[src/rtl/mat_psum_acc_pkg.sv]
// rtl/mat_psum_acc_pkg.sv - shared PE control types for the psum accumulator
// Contents:
//   modeT       multiplier lane mode (M8/M4/M2/XNOR)
//   numT        operand number type (unsigned/signed)
//   AuCtl       per-psum control word: mode, input and weight number types
//   psumStateT  accumulator FSM states
//   XNOR_LANES  bit matches per XNOR product, used in the +/-1 correction
package mat_psum_acc_pkg;

    typedef enum logic [1:0] {
        MODE_M8   = 2'd0,
        MODE_M4   = 2'd1,
        MODE_M2   = 2'd2,
        MODE_XNOR = 2'd3
    } modeT;

    typedef enum logic {
        NUM_UNSIGNED = 1'b0,
        NUM_SIGNED   = 1'b1
    } numT;

    typedef struct packed {
        modeT mode;
        numT  iNumT;
        numT  wNumT;
    } AuCtl;

    typedef enum logic [1:0] {
        PS_IDLE = 2'd0,
        PS_ACC  = 2'd1,
        PS_DONE = 2'd2
    } psumStateT;

    localparam int XNOR_LANES = 8;

    // Products are only non-negative when both operands are unsigned.
    function automatic logic is_unsigned_pair(input AuCtl c);
        return (c.iNumT == NUM_UNSIGNED) && (c.wNumT == NUM_UNSIGNED);
    endfunction

endpackage

[src/rtl/mat_psum_acc_addsat.sv]
// rtl/mat_psum_acc_addsat.sv - signed ACC_DW adder with overflow flag and optional clamp
// Optional feature macro: PSUM_SAT_EN (clamp on overflow instead of wrapping)
// Ports:
//   a_i, b_i  in   ACC_DW  signed operands
//   sum_o     out  ACC_DW  a+b, wrapped or clamped
//   ovf_o     out  1       true result lies outside signed ACC_DW range
module psum_addsat #(
    parameter int ACC_DW = 24
) (
    input  logic [ACC_DW-1:0] a_i,
    input  logic [ACC_DW-1:0] b_i,
    output logic [ACC_DW-1:0] sum_o,
    output logic              ovf_o
);

    logic [ACC_DW-1:0] raw;

    assign raw   = a_i + b_i;
    // Overflow is only possible when both operands share a sign and the result flips it.
    assign ovf_o = (a_i[ACC_DW-1] == b_i[ACC_DW-1]) && (raw[ACC_DW-1] != a_i[ACC_DW-1]);

`ifdef PSUM_SAT_EN
    always_comb begin
        sum_o = raw;
        if (ovf_o) begin
            sum_o = a_i[ACC_DW-1] ? {1'b1, {(ACC_DW-1){1'b0}}}
                                  : {1'b0, {(ACC_DW-1){1'b1}}};
        end
    end
`else
    assign sum_o = raw;
`endif

endmodule

[src/rtl/mat_psum_acc.sv]
// rtl/mat_psum_acc.sv - accumulates a programmable number of lane products into one psum
// Optional feature macro: PSUM_SAT_EN (saturating accumulate and XNOR correction)
// Ports:
//   i_clk, i_rst           clock, asynchronous active-low reset
//   i_ctl                  mode / number types, sampled at i_start
//   i_start                begin a new psum (only honoured when idle)
//   i_len                  products per psum, 0 treated as 1, sampled at i_start
//   i_prod, i_prod_valid   signed 16b product stream in
//   o_prod_ready           product accepted on valid&ready
//   o_psum, o_psum_valid   finished psum, held until i_psum_ready
//   i_psum_ready           downstream ready
//   o_busy                 not idle
//   o_ovf                  sticky overflow for the current psum
module mat_psum_acc
    import mat_psum_acc_pkg::*;
#(
    parameter int ACC_DW = 24,
    parameter int CNT_W  = 8
) (
    input  logic              i_clk,
    input  logic              i_rst,
    input  AuCtl              i_ctl,
    input  logic              i_start,
    input  logic [CNT_W-1:0]  i_len,
    input  logic [15:0]       i_prod,
    input  logic              i_prod_valid,
    output logic              o_prod_ready,
    output logic [ACC_DW-1:0] o_psum,
    output logic              o_psum_valid,
    input  logic              i_psum_ready,
    output logic              o_busy,
    output logic              o_ovf
);

    psumStateT         state_q;
    AuCtl              ctl_q;
    logic [CNT_W-1:0]  len_q;
    logic [CNT_W-1:0]  cnt_q;
    logic [ACC_DW-1:0] acc_q;
    logic [ACC_DW-1:0] psum_q;
    logic              psum_valid_q;
    logic              prod_ready_q;
    logic              busy_q;
    logic              ovf_q;

    logic [ACC_DW-1:0] prod_ext;
    logic [ACC_DW-1:0] acc_d;
    logic              add_ovf;
    logic [ACC_DW-1:0] dbl_sum;
    logic              dbl_ovf;
    logic [ACC_DW-1:0] corr_neg;
    logic [ACC_DW-1:0] xnor_sum;
    logic              xnor_ovf;
    logic              is_xnor;
    logic [ACC_DW-1:0] psum_d;
    logic              fin_ovf;
    logic              last_prod;

    // Unsigned x unsigned products reach 65025 and must not be sign-extended.
    assign prod_ext = is_unsigned_pair(ctl_q) ? ACC_DW'(i_prod)
                                              : ACC_DW'($signed(i_prod));

    psum_addsat #(.ACC_DW(ACC_DW)) u_acc_add (
        .a_i   (acc_q),
        .b_i   (prod_ext),
        .sum_o (acc_d),
        .ovf_o (add_ovf)
    );

    // XNOR lanes deliver bit-match counts; 2*acc - 8*len maps them to a +/-1 dot product.
    // Built on the post-add accumulator so the result is ready on the last handshake.
    psum_addsat #(.ACC_DW(ACC_DW)) u_xnor_dbl (
        .a_i   (acc_d),
        .b_i   (acc_d),
        .sum_o (dbl_sum),
        .ovf_o (dbl_ovf)
    );

    assign corr_neg = '0 - (ACC_DW'(len_q) * ACC_DW'(XNOR_LANES));

    psum_addsat #(.ACC_DW(ACC_DW)) u_xnor_sub (
        .a_i   (dbl_sum),
        .b_i   (corr_neg),
        .sum_o (xnor_sum),
        .ovf_o (xnor_ovf)
    );

    assign is_xnor   = (ctl_q.mode == MODE_XNOR);
    assign psum_d    = is_xnor ? xnor_sum : acc_d;
    assign fin_ovf   = is_xnor && (dbl_ovf || xnor_ovf);
    assign last_prod = (cnt_q == (len_q - 1'b1));

    always_ff @(posedge i_clk or negedge i_rst) begin
        if (!i_rst) begin
            state_q      <= PS_IDLE;
            ctl_q        <= '0;
            len_q        <= '0;
            cnt_q        <= '0;
            acc_q        <= '0;
            psum_q       <= '0;
            psum_valid_q <= 1'b0;
            prod_ready_q <= 1'b0;
            busy_q       <= 1'b0;
            ovf_q        <= 1'b0;
        end else begin
            case (state_q)
                PS_IDLE: begin
                    if (i_start) begin
                        ctl_q        <= i_ctl;
                        len_q        <= (i_len == '0) ? CNT_W'(1) : i_len;
                        cnt_q        <= '0;
                        acc_q        <= '0;
                        ovf_q        <= 1'b0;
                        prod_ready_q <= 1'b1;
                        busy_q       <= 1'b1;
                        state_q      <= PS_ACC;
                    end
                end
                PS_ACC: begin
                    if (i_prod_valid && prod_ready_q) begin
                        acc_q <= acc_d;
                        cnt_q <= cnt_q + 1'b1;
                        if (last_prod) begin
                            psum_q       <= psum_d;
                            psum_valid_q <= 1'b1;
                            prod_ready_q <= 1'b0;
                            ovf_q        <= ovf_q | add_ovf | fin_ovf;
                            state_q      <= PS_DONE;
                        end else begin
                            ovf_q <= ovf_q | add_ovf;
                        end
                    end
                end
                PS_DONE: begin
                    if (i_psum_ready) begin
                        psum_valid_q <= 1'b0;
                        busy_q       <= 1'b0;
                        state_q      <= PS_IDLE;
                    end
                end
                default: begin
                    psum_valid_q <= 1'b0;
                    prod_ready_q <= 1'b0;
                    busy_q       <= 1'b0;
                    state_q      <= PS_IDLE;
                end
            endcase
        end
    end

    assign o_prod_ready = prod_ready_q;
    assign o_psum       = psum_q;
    assign o_psum_valid = psum_valid_q;
    assign o_busy       = busy_q;
    assign o_ovf        = ovf_q;

endmodule
[config.mk]
export PLATFORM = sky130hd
export DESIGN_NAME = mat_psum_acc
export DESIGN_NICKNAME = d
export VERILOG_FILES = /design/src/rtl/mat_psum_acc_pkg.sv /design/src/rtl/mat_psum_acc_addsat.sv /design/src/rtl/mat_psum_acc.sv
export SDC_FILE = /design/constraint.sdc
export NUM_CORES = 1
export LEC_CHECK = 0
export BUFFER_PORTS_ARGS = -buffer_cell sky130_fd_sc_hd__clkbuf_2
export CORE_MARGIN = 2
export CORE_UTILIZATION = 64
export DETAILED_ROUTE_END_ITERATION = 8
export PLACE_DENSITY = 0.86
export SYNTH_ARGS = -nofsm -noshare
export SYNTH_HDL_FRONTEND = slang
export SYNTH_SLANG_ARGS = --single-unit
[constraint.sdc]
create_clock -name i_clk -period 9.25 [get_ports i_clk]
set_input_delay 0.4625 -clock i_clk [delete_from_list [all_inputs] [get_ports i_clk]]
set_output_delay 0.4625 -clock i_clk [all_outputs]
set_load 0.03 [all_outputs]
Word level (Yosys, flattened, before mapping). Index checks and enable logic that the tools add are counted.

Register bits after elaboration: 74. Input port bits: 33.

Reduce and logical (&&, ||, !) cells: 16. Add/sub/neg operators: 6. Bitwise gates (word level): 7. Multiplexer cells: 27. Equality and inequality tests: 13.

Operators with widths (number): $mux 24 (4); $add 24x24->24 (3); $pmux 24 s2 (1); $mux 8 (3); $pmux 8 s2 (1); $reduce_and 4->1 (3); $sub 1x11->12 const A (1); $mux 1 (9); $pmux 1 s3 (3); $reduce_and 3->1 (3); $add 8x1->8 const B (1); $eq 8x8->1 (1); $logic_not 8->1 (1); $mux 2 (4); $ne 2x2->1 const B (4); $sub 8x1->8 const B (1); $pmux 2 s3 (1); $logic_and 1x1->1 (5); $not 1->1 (5); $eq 2x2->1 const B (2); $ne 1x1->1 (3); $eq 1x1->1 (2); $eq 2x1->1 const B (1); $logic_not 2->1 (1); other kinds (5) (6).

Logic depth before layout (Yosys ltp). Gate-level depths: netlist (run 1).

Depth after elaboration: 14. Mapped depth: 18. Gate-level depth less buffers: 18.

Cells and area by module. From an unflattened synthesis (run 1), not the netlist that was laid out.

Cells, all modules: 823. Area total of the unflattened synthesis: 7365.8 µm².

By module, submodules not included: mat_psum_acc (area each 3598.5 µm², instances 1, cells an instance 311, sequential area each 1851.8 µm²); psum_addsat at u_acc_add ... (area each 1253.7 µm², instances 2, cells an instance 170, sequential area each 0.0 µm²); psum_addsat at u_xnor_sub (area each 1260.0 µm², instances 1, cells an instance 172, sequential area each 0.0 µm²).

Worst setup path before layout (run 1). OpenSTA, ideal clock, no wires.

Kind: input -> register. Start: in i_prod[0]. End: reg psum_q[21] (netlist: o_psum[21]). Setup time: 0.064 ns. Setup slack: 5.129 ns. Required time: 9.186 ns. Buffers on the path: 0. Arrival time: 4.057 ns. Stages: 16. Cells stage by stage: ha_1 > fa_1 > a211oi_2 > o21ai_2 > o2111a_1 > nor3_1 > xnor2_1 > ha_1 > or2_2 > a21oi_1 > a31oi_1 > a31o_2 > a31o_2 > a2111o_1 > o21ai_1 > o21a_1.

Cells in the longest elaborated chain, start to end: 5.

RTL lines: from (decl) (RTL line mat_psum_acc.sv:25) `input logic [15:0] i_prod,`; $mux 24 (*) (RTL line mat_psum_acc.sv:60) `assign prod_ext = is_unsigned_pair(ctl_q) ? ACC_DW'(i_prod)`; $add 24x24->24 (*) (RTL line mat_psum_acc_addsat.sv:18) `assign raw = a_i + b_i;`; $add 24x24->24 (2 in a row) (RTL line mat_psum_acc_addsat.sv:18); $mux 24 (*) (RTL line mat_psum_acc.sv:89) `assign psum_d = is_xnor ? xnor_sum : acc_d;`; to (signal assigned) (RTL line mat_psum_acc.sv:124) `psum_q <= psum_d;`; to (decl) (RTL line mat_psum_acc.sv:40) `logic [ACC_DW-1:0] psum_q;`.

Every way passes the cells marked *; elsewhere a longest branch is shown, timed or not. A chain may end at the register's enable or synchronous reset.

Worst setup path in the final report (run 1).
Start: reg acc_q[0]. End: reg ovf_q (netlist: o_ovf).

Cells in the longest elaborated chain, start to end: 11.

RTL lines: from (decl) (RTL line mat_psum_acc.sv:39) `logic [ACC_DW-1:0] acc_q;`; from (signal assigned) (RTL line mat_psum_acc.sv:99) `acc_q <= '0;`; from (signal assigned) (RTL line mat_psum_acc.sv:112) `acc_q <= '0;`; from (signal assigned) (RTL line mat_psum_acc.sv:121) `acc_q <= acc_d;`; $add 24x24->24 (*) (RTL line mat_psum_acc_addsat.sv:18); $add 24x24->24 (2 in a row) (RTL line mat_psum_acc_addsat.sv:18); $ne 1x1->1 (RTL line mat_psum_acc_addsat.sv:20) `assign ovf_o = (a_i[ACC_DW-1] == b_i[ACC_DW-1]) && (raw[ACC_DW-1] != a_i[ACC_DW-1]);`; $logic_and 1x1->1 (RTL line mat_psum_acc_addsat.sv:20); $logic_or 1x1->1 (RTL line mat_psum_acc.sv:90) `assign fin_ovf = is_xnor && (dbl_ovf || xnor_ovf);`; $logic_and 1x1->1 (RTL line mat_psum_acc.sv:90); $or 1x1->1 (RTL line mat_psum_acc.sv:127) `ovf_q <= ovf_q | add_ovf | fin_ovf;`; $mux 1 (*) (RTL line mat_psum_acc.sv:123) `if (last_prod) begin`; $mux 1 (*) (RTL line mat_psum_acc.sv:120) `if (i_prod_valid && prod_ready_q) begin`; $pmux 1 s2 (*) (RTL line mat_psum_acc.sv:106) `case (state_q)`; to (signal assigned) (RTL line mat_psum_acc.sv:127); to (signal assigned) (RTL line mat_psum_acc.sv:130) `ovf_q <= ovf_q | add_ovf;`; to (decl) (RTL line mat_psum_acc.sv:44) `logic ovf_q;`.

Every way passes the cells marked *; elsewhere a longest branch is shown, timed or not. The select of a mux whose other input is x is not followed.

==> results of run 1 <==
[layout by cell type, fill, tap and decap left out, types with 6 or more instances in the layout]
cell      count
a211oi_1     10
a21o_1       11
a21oi_1      44
a22o_1       19
a31oi_1       6
and2_1        6
clkbuf_2     59
clkbuf_8      9
dfrtp_1      74
ha_1         42
inv_1        16
mux2_2       13
mux2i_1       7
nand2_1      76
nand3_1       9
nand4_1       8
nor2_1       45
nor2b_1       7
nor3_1       23
o21a_1       10
o21ai_0      48
xnor2_1      27
xor2_1       27
[through the flow]
stage	hold WS, ns	instance area (um2)	instances	utilization (%)	setup slack [ns]
2_1_floorplan	0.167	5480	623	-	5.13
3_3_place_gp	0.451	5860	768	70.9	4.78
3_5_place_dp	0.455	5860	768	70.9	4.64
4_1_cts	0.281	6110	784	73.9	4.78
5_1_grt	0.334	6110	784	73.9	4.34
6_report	0.248	6110	784	73.9	4.68
[worst max-delay path by stage]
stage	to	slack [ns]	depth (start not counted)
2_1_floorplan	o_psum[21]	5.13	16
3_3_place_gp	o_psum[19]	4.78	17
3_5_place_dp	o_psum[21]	4.64	17
4_1_cts	o_ovf	4.78	16
5_1_grt	o_psum[20]	4.34	17
6_report	o_ovf	4.68	16
[state kept, by name, indices dropped and copies added, names as in the netlist]
name,cells
acc_q,24
cnt_q,8
ctl_q,4
len_q,8
o_busy,1
o_ovf,1
o_prod_ready,1
o_psum,24
o_psum_valid,1
state_q,2
[critical path, stage by stage (launching register included)]
cell	delay (ns)
dfrtp_1	0.39
ha_1	0.23
fa_1	0.46
a211oi_2	0.24
o21ai_2	0.14
o2111a_1	0.31
nor3_1	0.37
xnor2_1	0.18
ha_1	0.39
or2_2	0.29
a21oi_1	0.14
a31oi_1	0.08
a31o_2	0.29
a31o_2	0.30
nor4b_1	0.18
nor4_1	0.33
o32ai_1	0.12
[metal layers]
metal	share of wire, %	up-vias	GRT usage, %
li1	-	2364	-
met1	44	2348	39.7
met2	49	163	52.3
met3	4.8	43	4.89
met4	3.1	0	13.8
met5	0	-	0
[cells by family (layout without fill, tap and decap cells)]
family / Yosys count / in the layout / synth area share (%)
AND/OR/NAND/NOR: 201 / 201 / 17.2
AO/OA/AOI/OAI: 188 / 188 / 22.8
flip-flops: 74 / 74 / 33.8
XOR/XNOR: 55 / 55 / 9.13
adder cells (fa/ha/maj): 44 / 44 / 10.3
buffers and inverters: 41 / 97 / 2.92
multiplexers: 20 / 20 / 3.95
[area by class of cell]
cell class	count	area (um2)	share of cell area [%]
Clock buffer	9	124	2.03
Clock inverter	7	125	2.05
Inverter	17	63.8	1.05
Multi-Input combinational cell	508	3480	56.9
Sequential cell	74	1850	30.3
Tap cell	105	131	2.15
Timing Repair Buffer	64	333	5.45
==> results.toml, run 1 <==
[global_route]
grt_pass1_vias = 4757
grt_pass1_wl_mm = 22.4
grt-ovfl-total = 0
grtUsageTotal_pct = 31.1
grt_start_max_net_pins = 75
antenna_found_initial = 0

[floorplan]
rows = 33
core_area_um2 = 8260
die_w_um = 96.6
io_pins = 61
initial_core_util_pct = 66.4
die-area_um2 = 9320
die_h_um = 96.6

[timing]
rsz0062_at_grt = "no"
max_slew_margin_pct = 19.5
finalHoldViolCount = 0
finalClockSkew_ns = 0.0109
worstMarginPinSlew_ns = 1.20
max_freq_ghz = 0.219
setup_viol = 0
tns_ns = 0
final.min_clock_period_ns = 4.57
slew_viol_final = 0
min_period_over_period_pct = 49.4

[cts]
cts_buffer_depth = 2
clock_latency_ns = 0.36
numCtsBuffers = 9
ctsHoldBuffers = 0
cts.sinks = 74
htree_levels = 3
cts_tree = "built"
postCtsSetupRepairBufs = 0
clock-root-buffer = "clkbuf_8"
clk_pin_slew_ns = 0.09
post_cts_resized = 0

[worst_setup_path]
cp-startpoint = "acc_q[0]"
crit_type = "reg -> reg"
end_kind = "flip-flop"
rr_startpoint = "acc_q[0]"
reg2reg_setup_slack_ns = 4.68
worstPathMaxFanout = 6
cp_data_required_time_ns = 9.48
crit_arrival_ns = 4.80
rr_endpoint = "o_ovf"
cp-start-kind = "flip-flop"
reg2reg_depth = 16

[synthesis]
yosysTopAreaCell = "dfrtp_1"
synth_commonest_cells = "nand2_1 (76), dfrtp_1 (74), o21ai_0 (48)"
synth_fp_nets = 700
synth.cell_area_um2 = 5480
synth.distinct_cells = 62
async_flop_share_pct = 100
synth_most_common_cell = "nand2_1"
yosys-top-cells-area = "dfrtp_1 (34%), ha_1 (9.6%), nand2_1 (5.2%), o21ai_0 (4.4%), xnor2_1 (4.3%)"
synth_ff_type = "dfrtp_1"
yosysSeqAreaShare_pct = 33.8
synth_cells = 623
synth_edf_count = 0
ys_ff_latch = 74
yosys_warnings = 0
synth.avg_cell_area_um2 = 8.80
synth_top_area_share_pct = 33.8

[outcome]
outcome = "finished, final reports clean"

[final_layout]
drive_gt1_share_pct = 17.7
nets = 751
diodes = 0
fillers = 642
syn_to_final_growth_pct = 11.3

[drt]
finalWirelength_mm = 13.6
wire_per_inst_um = 17.3
num_vias = 4918
drtPass1Iterations = 5
viasPerCell = 6.27
ant_nets = 0
drc_errors = 0
drt_iter0_markers = 288

[placement]
gp_congestion = 0.901
hpwlAfterDp_mm = 9.81
io_buffers = 60

[run]
cap_violations = 0

[hold_path]
hold_class = "in -> async"
Power of run 1 is not shown: default switching activity piles up to over one toggle a cycle in this logic, so the estimate is an artifact.
==> run 2, diff against run 1 <==
--- a/config.mk
+++ b/config.mk
@@ -7,9 +7,9 @@
 export LEC_CHECK = 0
 export BUFFER_PORTS_ARGS = -buffer_cell sky130_fd_sc_hd__clkbuf_2
 export CORE_MARGIN = 2
-export CORE_UTILIZATION = 64
+export CORE_UTILIZATION = 60
 export DETAILED_ROUTE_END_ITERATION = 8
-export PLACE_DENSITY = 0.86
+export PLACE_DENSITY = 0.81
 export SYNTH_ARGS = -nofsm -noshare
 export SYNTH_HDL_FRONTEND = slang
 export SYNTH_SLANG_ARGS = --single-unit
==> constraint.sdc (replaced) <==
create_clock -name i_clk -period 4.6 [get_ports i_clk]
set_input_delay 0.23 -clock i_clk [delete_from_list [all_inputs] [get_ports i_clk]]
set_output_delay 0.23 -clock i_clk [all_outputs]
set_load 0.03 [all_outputs]
==> results.toml, run 2 (synthesis gave the netlist of run 1 again) <==
[placement]
dp_slack_ns = 0.167
hpwlAfterDp_mm = 9.90
io_buffers = 60
gp_congestion = 0.945

[timing]
finalClockSkew_ns = 0.0118
slew_viol_final = 0
tns_ns = 0
finalWorstSetupSlack_ns = 0.322
rsz0062_at_grt = "no"
min_period_over_period_pct = 93.0
setup_viol = 0
finalHoldViolCount = 0
final.min_clock_period_ns = 4.28
max_freq_ghz = 0.234
max_slew_margin_pct = 30.3
worstMarginPinSlew_ns = 1.04

[worst_setup_path]
rr_startpoint = "acc_q[0]"
cp-startpoint = "acc_q[0]"
crit_type = "reg -> reg"
slowest_delay_ns = 0.39
crit_arrival_ns = 4.52
cp_data_required_time_ns = 4.84
end_kind = "flip-flop"
cp_slowest_cell = "dfrtp_1"
crit_chain = "ha_1 -> fa_2 -> a211oi_2 -> o21ai_2 -> o2111a_1 -> nor3_2 -> xnor2_1 -> ha_1 -> or2_2 -> a21oi_1 -> a31oi_1 -> a31o_2 -> a31o_2 -> xnor2_1 -> o21ai_0 -> mux2_2"
cp-start-kind = "flip-flop"
worstPathMaxFanout = 6

[global_route]
grt_start_max_net_pins = 75
met3_usage_pct = 5.90
grt_pass1_wl_mm = 22.3
met1_usage_pct = 36.6
grt-ovfl-total = 0
grtUsageMet2_pct = 46.5
grt_pass1_vias = 4731
grtUsageTotal_pct = 27.9
antenna_found_initial = 0
grt_busiest_layer = "met2"

[final_layout]
nets = 754
fin_util_pct = 68.9
diodes = 0
final_common_cell = "nand2_1"
drive_gt1_share_pct = 18.5
multi_input_area_um2 = 3490
fillers = 719
syn_to_final_growth_pct = 10.6
layout_common_cells = "nand2_1 (76), dfrtp_1 (74), clkbuf_2 (59)"
seq_area_um2 = 1850

[cts]
clock_latency_ns = 0.35
postCtsSetupRepairBufs = 0
numCtsBuffers = 9
cts.sinks = 74
clk_pin_slew_ns = 0.09
cts_buffer_depth = 2
cts_tree = "built"
clock-root-buffer = "clkbuf_8"
htree_levels = 3

[drt]
viasPerCell = 6.20
num_vias = 4899
drc_errors = 0
wire_per_inst_um = 16.8
drt_iter0_markers = 325
drtPass1Iterations = 5
ant_nets = 0
finalWirelength_mm = 13.3

[floorplan]
rows = 34
core_area_um2 = 8810
io_pins = 61
die_w_um = 99.6
initial_core_util_pct = 62.3
die_h_um = 99.6
die-area_um2 = 9920

[outcome]
outcome = "finished, final reports clean"

[run]
cap_violations = 0

[hold_path]
hold_class = "in -> async"
run 2: changes by cell type in the layout (fill, tap and decap cells not counted):
cell,previous run,this run
buf_4,5,8
bufinv_16,3,0
clkinv_2,0,3
clkinvlp_4,0,3
clkinv_4,3,1
a31oi_1,6,5
a31oi_2,0,1
fa_1,2,1
fa_2,0,1
inv_6,1,0
nor3_1,23,22
nor3_2,0,1
run 2: worst max-delay path: cells and delay by family, from the launching register on:
kind,cells,cell delay [ns]
simple gates,2,0.55
xor+xnor,2,0.38
flops,1,0.39
compound gates,8,1.60
fa+ha+maj,3,0.95
mux,1,0.30
run 2: layout make-up:
cell class | instances | share of cell area, %
flip-flops and latches | 74 | 30.5
repair buffers | 67 | 5.86
well taps | 108 | 2.23
clock buffers | 9 | 2.04
multi-input cells | 508 | 57.5
inverters | 17 | 1.05
clock inverters | 7 | 0.763
run 2: worst paths after layout:
check / cells past startpoint / slack [ns] / to
setup reg to reg: 16 / 0.32 / o_psum[19]
hold reg to reg: 2 / 0.47 / o_psum[16]
min in group i_clk: 2 / 0.10 / ctl_q[2]
max in group asynchronous: 1 / 3.98 / o_psum[22]
hold / removal: 1 / 0.006 / acc_q[8]
setup / recovery: 16 / 0.32 / o_psum[19]
run 2: through the flow:
stage                     cell area [um2]  hold WS, ns  std cells
after global routing                 6070       0.0797        790
after global placement               5880        0.426        774
after floorplan                      5480      -0.0656        623
after detailed placement             5880        0.431        774
final                                6070      0.00588        790
after CTS                            6050       0.0416        790
run 2: metal layers:
layer	vias up	part of all wire (%)
met1	2335	44
li1	2358	-
met4	0	1.9
met3	22	6.2
met2	184	48
met5	-	0
run 2: what timing repair did:
action | CTS | global route
endpoints found under the setup margin | 0 | 7
hold buffers | 0 | 0
hold endpoints to repair | 0 | 0
gates resized for setup | 0 | 3
Power of run 2 is left out for the same reason.
==> run 3, diff against run 2 <==
--- a/config.mk
+++ b/config.mk
@@ -7,9 +7,10 @@
 export LEC_CHECK = 0
 export BUFFER_PORTS_ARGS = -buffer_cell sky130_fd_sc_hd__clkbuf_2
 export CORE_MARGIN = 2
-export CORE_UTILIZATION = 60
+export CORE_UTILIZATION = 62
 export DETAILED_ROUTE_END_ITERATION = 8
-export PLACE_DENSITY = 0.81
+export PLACE_DENSITY = 0.82
 export SYNTH_ARGS = -nofsm -noshare
 export SYNTH_HDL_FRONTEND = slang
+export SYNTH_HIERARCHICAL = 1
 export SYNTH_SLANG_ARGS = --single-unit
==> results.toml, run 3 <==
[placement]
hpwlAfterDp_mm = 19.8
io_buffers = 60
dp_slack_ns = -0.969
gp_congestion = 0.941

[synthesis]
synth.distinct_cells = 80
yosysSeqAreaShare_pct = 25.1
async_flop_share_pct = 100
yosys_warnings = 6
synth.avg_cell_area_um2 = 8.95
yosys.area_share.simple_pct = 17.0
synth_cells = 823
synthXorXnorAreaFrac_pct = 10.2
ys_ff_latch = 74
synth_top_family_by_area = "compound AO/OA/AOI/OAI gates"
yosysTopAreaCell = "dfrtp_1"
synth_ff_type = "dfrtp_1"
synthAdderAreaFrac_pct = 12.9
synth_edf_count = 0
synth_commonest_cells = "nand2_1 (108), dfrtp_1 (74), a21oi_1 (71), ha_1 (71), xnor2_1 (47)"
yosys-top-cells-area = "dfrtp_1 (25%), ha_1 (12%), xnor2_1 (5.6%), nand2_1 (5.5%), mux2_2 (4.9%)"
synth-compound-area-share_pct = 22.9
synthMuxAreaShare_pct = 8.54
synth_most_common_cell = "nand2_1"
synth.cell_area_um2 = 7370
synth_top_area_share_pct = 25.1

[cts]
clock-root-buffer = "clkbuf_16"
cts_buffer_depth = 2
numCtsBuffers = 9
htree_levels = 3
cts.sinks = 74

[global_route]
grt_pass1_wl_mm = 68.3
grtUsageTotal_pct = 70.8
grt_pass1_vias = 11438
grt-ovfl-total = 15
grt_start_max_net_pins = 75

[outcome]
outcome = "did not finish"
error = "[ERROR GRT-0116] Global routing finished with congestion. Check the congestion regions in the DRC Viewer."
stop_stage = "global routing"

[floorplan]
io_pins = 61
initial_core_util_pct = 64.0
die_w_um = 113
die_h_um = 113
rows = 39
==> run 3: changes by cell type after synthesis, sizes merged, moves of 12 or more <==
cell,before,now
mux2,13,49
a21oi,45,79
nand2,77,110
ha,42,71
xnor2,28,47
nor2,46,31
nand4,8,20
==> run 3: cell families after synthesis <==
group	Yosys count
other	1
adder cells (fa/ha/maj)	74
flip-flops	74
XOR/XNOR	84
multiplexers	53
AND/OR/NAND/NOR	249
AO/OA/AOI/OAI	242
buffers and inverters	46
==> run 3: timing repair <==
item | CTS
hold buffers | 0
buffers inserted | 32
endpoints found under the setup margin | 18
pin swaps | 81
gates resized for setup | 132
==> run 3: stage by stage <==
step                instances  hold WS, ns  cell area (um2)  util (%)
floorplan                 826      -0.0656             7580         -
global placement         1259        0.419             9830      85.3
detailed placement       1259        0.424             9830      85.3
CTS                      1306       0.0604            11000      95.9
==> run 3: layer usage <==
layer | overflow | GRT usage [%]
met1 | 0 | 70.5
met2 | 2 | 92.3
met3 | 0 | 50.5
met4 | 13 | 71.9
met5 | 0 | 6.27
==> run 4, diff against run 3 <==
--- a/config.mk
+++ b/config.mk
@@ -7,9 +7,9 @@
 export LEC_CHECK = 0
 export BUFFER_PORTS_ARGS = -buffer_cell sky130_fd_sc_hd__clkbuf_2
 export CORE_MARGIN = 2
-export CORE_UTILIZATION = 62
+export CORE_UTILIZATION = 40
 export DETAILED_ROUTE_END_ITERATION = 8
-export PLACE_DENSITY = 0.82
+export PLACE_DENSITY_LB_ADDON = 0.15
 export SYNTH_ARGS = -nofsm -noshare
 export SYNTH_HDL_FRONTEND = slang
 export SYNTH_HIERARCHICAL = 1
==> results.toml, run 4 <==
[final_layout]
diodes = 0
fin_area_um2 = 11200
layout_common_cells = "buf_4 (272), nand2_1 (97), dfrtp_1 (74)"
final_common_cell = "buf_4"
fin_util_pct = 62.3
multi_input_area_um2 = 6210
syn_to_final_growth_pct = 52.4
drive_gt1_share_pct = 50.5
nets = 1261
seq_area_um2 = 1850
fillers = 1586

[worst_setup_path]
worstPathMaxFanout = 4
reg2reg_setup_slack_ns = -0.68
reg2reg_depth = 25
endpoint = "o_psum[21]"
cp-startpoint = "acc_q[0]"
crit_buf_inv = 2
crit_type = "reg -> reg"
rr_startpoint = "acc_q[0]"
cp_slowest_cell = "dfrtp_1"
rr_endpoint = "o_psum[21]"
cp_data_required_time_ns = 4.85
cp-start-kind = "flip-flop"
cp_top_family = "compound AO/OA/AOI/OAI gates"
crit_arrival_ns = 5.53
slowest_delay_ns = 0.40
cp.depth = 25
end_kind = "flip-flop"

[floorplan]
initial_core_util_pct = 40.9
io_pins = 61
die-area_um2 = 19500
core_area_um2 = 18000
die_w_um = 140
rows = 49
die_h_um = 140

[cts]
htree_levels = 3
numCtsBuffers = 9
clock_latency_ns = 0.36
cts_tree = "built"
ctsHoldBuffers = 0
clk_pin_slew_ns = 0.07
cts.sinks = 74
cts_buffer_depth = 2
clock-root-buffer = "clkbuf_16"

[synthesis]
synth_commonest_cells = "nand2_1 (108), dfrtp_1 (74), a21oi_1 (71), ha_1 (71), xnor2_1 (47)"
synth_ff_type = "dfrtp_1"
yosys_warnings = 6
ys_ff_latch = 74
synth_top_area_share_pct = 25.1
synth_cells = 823
yosys-top-cells-area = "dfrtp_1 (25%), ha_1 (12%), xnor2_1 (5.6%), nand2_1 (5.5%), mux2_2 (4.9%)"
synth_most_common_cell = "nand2_1"
yosysTopAreaCell = "dfrtp_1"
async_flop_share_pct = 100
synth_edf_count = 0
synth.distinct_cells = 80
yosysSeqAreaShare_pct = 25.1
synth.avg_cell_area_um2 = 8.95
synth.cell_area_um2 = 7370

[timing]
tns_ns = -6.62
finalClockSkew_ns = 0.0117
setup_viol = 15
min_period_over_period_pct = 115
finalWorstSetupSlack_ns = -0.681
finalHoldViolCount = 0
max_slew_margin_pct = 33.9
final.min_clock_period_ns = 5.28
slew_viol_final = 0
max_freq_ghz = 0.189
rsz0062_at_grt = "yes"
worstMarginPinSlew_ns = 0.991

[global_route]
grt_pass1_vias = 7181
grt-ovfl-total = 0
grt_pass1_wl_mm = 36.4
grt_start_max_net_pins = 75
antenna_found_initial = 0
grtUsageTotal_pct = 23.1

[drt]
drt_iter0_markers = 245
num_vias = 7383
drc_errors = 0
wire_per_inst_um = 16.6
drtPass1Iterations = 7
finalWirelength_mm = 23.0
viasPerCell = 5.32
ant_nets = 0

[hold_path]
hold_class = "in -> async"

[placement]
gp_congestion = 0.897
hpwlAfterDp_mm = 17.1
dp_slack_ns = -0.855
io_buffers = 60
place_area_um2 = 9870

[run]
cap_violations = 0

[outcome]
violations = "setup timing"
outcome = "finished, violations left"
==> run 4: cell counts after synthesis <==
No cell type changed its count.
==> run 4: logic make-up (layout without fill, tap and decap cells) <==
logic type               after synthesis  count (layout)  synth area share [%]
AND/OR/NAND/NOR                      249             249                  17.0
XOR/XNOR                              84              84                  10.2
buffers and inverters                 46             379                  3.30
multiplexers                          53              53                  8.54
other                                  1               4                0.0509
AO/OA/AOI/OAI                        242             242                  22.9
adder cells (fa/ha/maj)               74              74                  12.9
flip-flops                            74              74                  25.1
==> run 4: timing repair <==
| item | CTS | global route |
|---|---|---|
| setup endpoints to repair | 15 | 18 |
| gates resized for setup | 76 | 81 |
| cloned | 0 | 0 |
| pin swaps | 76 | 76 |
| setup buffers | 28 | 15 |
==> run 4: area by class of cell <==
| cell class | instances | share of cell area [%] |
|---|---|---|
| Inverter | 14 | 0.468 |
| Multi-Input combinational cell | 706 | 55.3 |
| Clock buffer | 10 | 2.04 |
| Timing Repair Buffer | 349 | 22.7 |
| Clock inverter | 6 | 0.390 |
| Sequential cell | 74 | 16.5 |
| Tap cell | 229 | 2.55 |
==> run 4: worst min-delay path by stage <==
| stage | from | to | slack (ns) | cells past startpoint |
|---|---|---|---|---|
| floorplan | i_rst | acc_q[0] | -0.07 | 0 |
| global placement | i_ctl[2] | ctl_q[2] | 0.42 | 3 |
| detailed placement | i_ctl[3] | ctl_q[3] | 0.43 | 3 |
| CTS | i_ctl[3] | ctl_q[3] | 0.06 | 3 |
| finish | i_rst | o_psum[20] | 0.04 | 1 |
| global route | i_ctl[2] | ctl_q[2] | 0.08 | 3 |
==> run 4: per-layer routing <==
layer / track usage, % / up-vias / routed length, um
li1: - / 3705 / -
met1: 30.8 / 3534 / 10600
met2: 39.7 / 111 / 11300
met3: 2.92 / 33 / 624
met4: 5.95 / 0 / 514
met5: 0 / - / 0
==> run 4: through the flow <==
step	cells	hold slack, ns
2_1_floorplan	826	-0.0656
3_5_place_dp	1336	0.428
5_1_grt	1388	0.0776
4_1_cts	1379	0.0594
6_report	1388	0.0403
3_3_place_gp	1336	0.422
Power of run 4 is left out for the same reason.
